===== src/rtl/seq_sub64.sv =====
// Multi-cycle subtractor: diff = a - b - bIn computed as a + ~b + ~bIn, CHUNK bits per clock, LSB first.
// Define SEQ_SUB_FLAGS_EN to add registered zero/neg/ovf result flags.
module seq_sub64 #(
  parameter int WIDTH = 64,
  parameter int CHUNK = 16
) (
  input  logic             clk,
  input  logic             rst,
  input  logic             in_valid,
  output logic             in_ready,
  input  logic [WIDTH-1:0] a,
  input  logic [WIDTH-1:0] b,
  input  logic             bIn,
  output logic             out_valid,
  input  logic             out_ready,
  output logic [WIDTH-1:0] diff,
  output logic             bOut
`ifdef SEQ_SUB_FLAGS_EN
  ,
  output logic             zero,
  output logic             neg,
  output logic             ovf
`endif
);

  localparam int N  = WIDTH / CHUNK;
  localparam int IW = (N > 1) ? $clog2(N) : 1;
  localparam logic [IW-1:0] LAST = IW'(N - 1);

  typedef enum logic [1:0] {IDLE, RUN, DONE} state_t;

  state_t           state;
  logic [WIDTH-1:0] a_r;
  logic [WIDTH-1:0] b_n;
  logic             carry;
  logic [IW-1:0]    idx;

  logic [CHUNK-1:0] a_chunk;
  logic [CHUNK-1:0] b_chunk;
  logic [CHUNK:0]   sum;
  logic [WIDTH-1:0] diff_nx;

  // Only one CHUNK-wide adder; the inter-chunk carry lives in a register.
  always_comb begin
    a_chunk = a_r[idx*CHUNK +: CHUNK];
    b_chunk = b_n[idx*CHUNK +: CHUNK];
    sum     = {1'b0, a_chunk} + {1'b0, b_chunk} + {{CHUNK{1'b0}}, carry};
    diff_nx = diff;
    diff_nx[idx*CHUNK +: CHUNK] = sum[CHUNK-1:0];
  end

  always_ff @(posedge clk) begin
    if (rst) begin
      state     <= IDLE;
      in_ready  <= 1'b1;
      out_valid <= 1'b0;
      diff      <= '0;
      bOut      <= 1'b0;
      a_r       <= '0;
      b_n       <= '0;
      carry     <= 1'b0;
      idx       <= '0;
`ifdef SEQ_SUB_FLAGS_EN
      zero      <= 1'b0;
      neg       <= 1'b0;
      ovf       <= 1'b0;
`endif
    end else begin
      case (state)
        IDLE: begin
          if (in_valid) begin
            a_r      <= a;
            b_n      <= ~b;
            carry    <= ~bIn;
            idx      <= '0;
            in_ready <= 1'b0;
            state    <= RUN;
          end
        end
        RUN: begin
          diff  <= diff_nx;
          carry <= sum[CHUNK];
          if (idx == LAST) begin
            // A final carry of 0 means the subtraction borrowed.
            bOut      <= ~sum[CHUNK];
            out_valid <= 1'b1;
            state     <= DONE;
`ifdef SEQ_SUB_FLAGS_EN
            zero      <= (diff_nx == '0);
            neg       <= diff_nx[WIDTH-1];
            ovf       <= (a_r[WIDTH-1] == b_n[WIDTH-1]) &&
                         (diff_nx[WIDTH-1] != a_r[WIDTH-1]);
`endif
          end else begin
            idx <= idx + 1'b1;
          end
        end
        DONE: begin
          if (out_ready) begin
            out_valid <= 1'b0;
            in_ready  <= 1'b1;
            state     <= IDLE;
          end
        end
        default: begin
          state     <= IDLE;
          in_ready  <= 1'b1;
          out_valid <= 1'b0;
        end
      endcase
    end
  end

endmodule


===== config.mk =====
export PLATFORM = sky130hd
export DESIGN_NAME = seq_sub64
export DESIGN_NICKNAME = d
export VERILOG_FILES = /design/src/rtl/seq_sub64.sv
export SDC_FILE = /design/constraint.sdc
export NUM_CORES = 1
export LEC_CHECK = 0
export ABC_AREA = 1
export CAP_MARGIN = 20
export CORE_MARGIN = 2
export CORE_UTILIZATION = 46
export DETAILED_ROUTE_END_ITERATION = 16
export GPL_ROUTABILITY_DRIVEN = 0
export GPL_TIMING_DRIVEN = 1
export PLACE_DENSITY = 0.75
export SKIP_LAST_GASP = 1
export SYNTH_ARGS = -nofsm -noshare
export SYNTH_HDL_FRONTEND = slang
export SYNTH_SLANG_ARGS = --single-unit

===== constraint.sdc =====
create_clock -name clk -period 8.7 [get_ports clk]
set_input_delay 0.87 -clock clk [delete_from_list [all_inputs] [get_ports clk]]
set_output_delay 0.87 -clock clk [all_outputs]
set_load 0.05 [all_outputs]

==> impl_metrics.yaml <==
outcome:
  status: "complete, no violations"
clocking:
  cts-root-buf: "clkbuf_16"
  clk_latency_ns: 0.44
  clkTransAtPathRegs_ns: 0.07
  post_cts_buffers: 0
  cts_tree: "done"
  cts_buffer_depth: 2
  cts_buffers: 17
  hold_buffers: 0
  cts_sinks: 200
  ctsResizeCount: 0
  htree_levels: 4
sta:
  hold_viol_final: 0
  hold_slack_ns: 0.4655
  rsz0062_at_grt: "false"
  post-route-min-period_ns: 3.730
  setup_viol: 0
  layout_setup_ws_ns: 4.970
  tightest_slew_ns: 1.051
  slew_headroom_pct: 29.94
  fin_crit_sh_pct: 42.87
  fmax_ghz: 0.2681
  fin_skew_ns: 0.009892
  fin_setup_tns_ns: 0
  report.final.slew_viol_count: 0
drt:
  ant_nets: 0
  finalWirelength_mm: 24.80
  via_count: 8588
  routedWlPerCell_microns: 15.56
  via_per_inst: 5.388
  drt_iter0_drc: 630
  remaining_drc_errors: 0
  firstDrtPassIters: 5
floorplan:
  coreArea_sq_mm: 0.01871
  die_y_microns: 142.1
  rows: 50
  die_w_microns: 142.1
  initial_core_util_pct: 46.92
  die_area_sq_mm: 0.02020
  ioPinCount: 200
finish:
  n_fill_cell: 1704
  design_area_sq_mm: 0.01139
  utilization_pct: 60.87
  drive_gt1_share_pct: 4.118
  fin_nets: 1503
  area_growth_pct: 29.74
  num_antenna_cells: 0
  instances_no_fill: 1594
global_routing:
  grt_max_degree: 140
  gr-usage-met1_pct: 34.42
  grt_usage_pct: 24.34
  antenna_found_initial: 0
  grt_overflow: 0
  grt_pass1_wl_mm: 38.94
  grt_pass1_vias: 7458
  grt_use_met3_pct: 3.836
  grt_use_met2_pct: 39.03
  globalRoute.busiestLayer: "met2"
synth:
  synth_fp_nets: 1362
  yosysWarnings: 0
  syn_area_per_cell_sq_um: 7.277
  syn_area_sq_mm: 0.008776
  synth-seq-area-share_pct: 45.62
  syn_inst: 1206
  yosysUniqueCellTypes: 35
  ys_ff_latch: 200
pwr:
  irDropWorstVdd_v: 0.0001474
  leakagePower_nw: 4.493
  p_per_area_mw_per_mm2: 211.8
  power_mw: 2.411
placed_design:
  dp.cells: 1561
  dp_slack_ns: 4.615
  placed_area_sq_mm: 0.01076
  dp_hpwl_mm: 17.05
  io_buffers: 199
critical_path:
  crit_type: "reg -> reg"
  critPathArrivalTime_ns: 4.09
  worst_setup_path_start_kind: "flip-flop"
  cp-end-kind: "flip-flop"
  cp_data_required_time_ns: 9.07
  crit_fanout: 90
min_path:
  holdCritPathClass: "reg -> reg"
flow_run:
  maxCapViolations: 0
-- layout by cell type, fill, tap and decap left out, drive strengths merged, types with 3 or more instances in the layout --
cell type,instances
a32oi,3
inv,59
clkdlybuf4s50,198
nand4,18
clkinv,5
ha,21
a21oi,141
xor2,4
clkbuf,18
nand2,191
o21ai,191
xnor2,3
a22oi,3
o22ai,30
buf,10
nor3,6
nand3,29
dfxtp,200
nor2,217
-- worst paths after layout --
check	end	start	cells after the start	slack, ns
max	diff[56]	idx[0]	13	4.97
min	diff[54]	diff[54]	2	0.47
max reg2reg	diff[56]	idx[0]	13	4.97
min reg2reg	diff[54]	diff[54]	2	0.47
-- worst max-delay path, cell delays in order, from the launching register on --
cell and delay, ns:
dfxtp_2 0.33, buf_4 0.72, o21ai_0 0.21, o22ai_1 0.37, fa_1 0.28, inv_1 0.06, fa_1 0.41, inv_1 0.10
nand3_1 0.08, nand3_1 0.14, a21oi_1 0.10, xnor2_1 0.45, nand4_1 0.17, a21oi_1 0.17
-- kinds of logic after synthesis --
group                    synth area share, %
flip-flops                             45.62
adder cells (fa/ha/maj)                3.450
AND/OR/NAND/NOR                        21.87
AO/OA/AOI/OAI                          21.88
buffers and inverters                  6.387
XOR/XNOR                              0.7843
-- metal layers --
metal / up-vias / part of all wire [%] / wire, microns
met5: - / 0 / 0
met4: 0 / 1.3 / 323
met3: 31 / 6.6 / 1626
met2: 336 / 47 / 11630
met1: 3904 / 45 / 11230
li1: 4317 / - / -
-- registers in the layout, summed over array words and instances (netlist names) --
signal	count
state	2
in_ready	1
a_r	64
b_n	64
carry	1
out_valid	1
diff	64
bOut	1
idx	2
-- power by group --
part,leakage (nW),total [mW],switching [mW],internal (mW)
clock,0.294,0.806,0.367,0.439
sequential,1.64,1.00,0.0294,0.975
combinational,2.55,0.600,0.390,0.210
total,4.49,2.41,0.786,1.62
-- cell usage after synthesis (all sizes together) --
master    n  area, sq um
nand2   191        734.5
o31ai     1        7.510
nand4    18        112.6
o21ai   191        955.9
nor2    217        838.3
clkbuf   58        217.7
buf      28        143.9
nand3b    1        7.510
inv      52        195.2
and3      1        6.260
o211ai    2        15.01
a32oi     3        26.28
nor3      6        41.29
a21oi   141        705.7
nand3    29        145.1
ha       21        262.8
a22oi     3        22.52
xor2      4        42.55
fa        2        40.04
nor4      1        21.27
clkinv    1        3.750
xnor2     3        26.28
and2      2        12.51
o22ai    30        187.7
dfxtp   200         4004
-- area by class of cell --
type	count	area, sq um	share of cell area, %
Clock buffer	18	439.2	3.857
Clock inverter	14	158.9	1.396
Inverter	53	201.4	1.769
Multi-Input combinational cell	867	4214	37.01
Sequential cell	200	4005	35.18
Tap cell	234	292.8	2.571
Timing Repair Buffer	208	2074	18.22
Power figures use the tool's default switching activity.
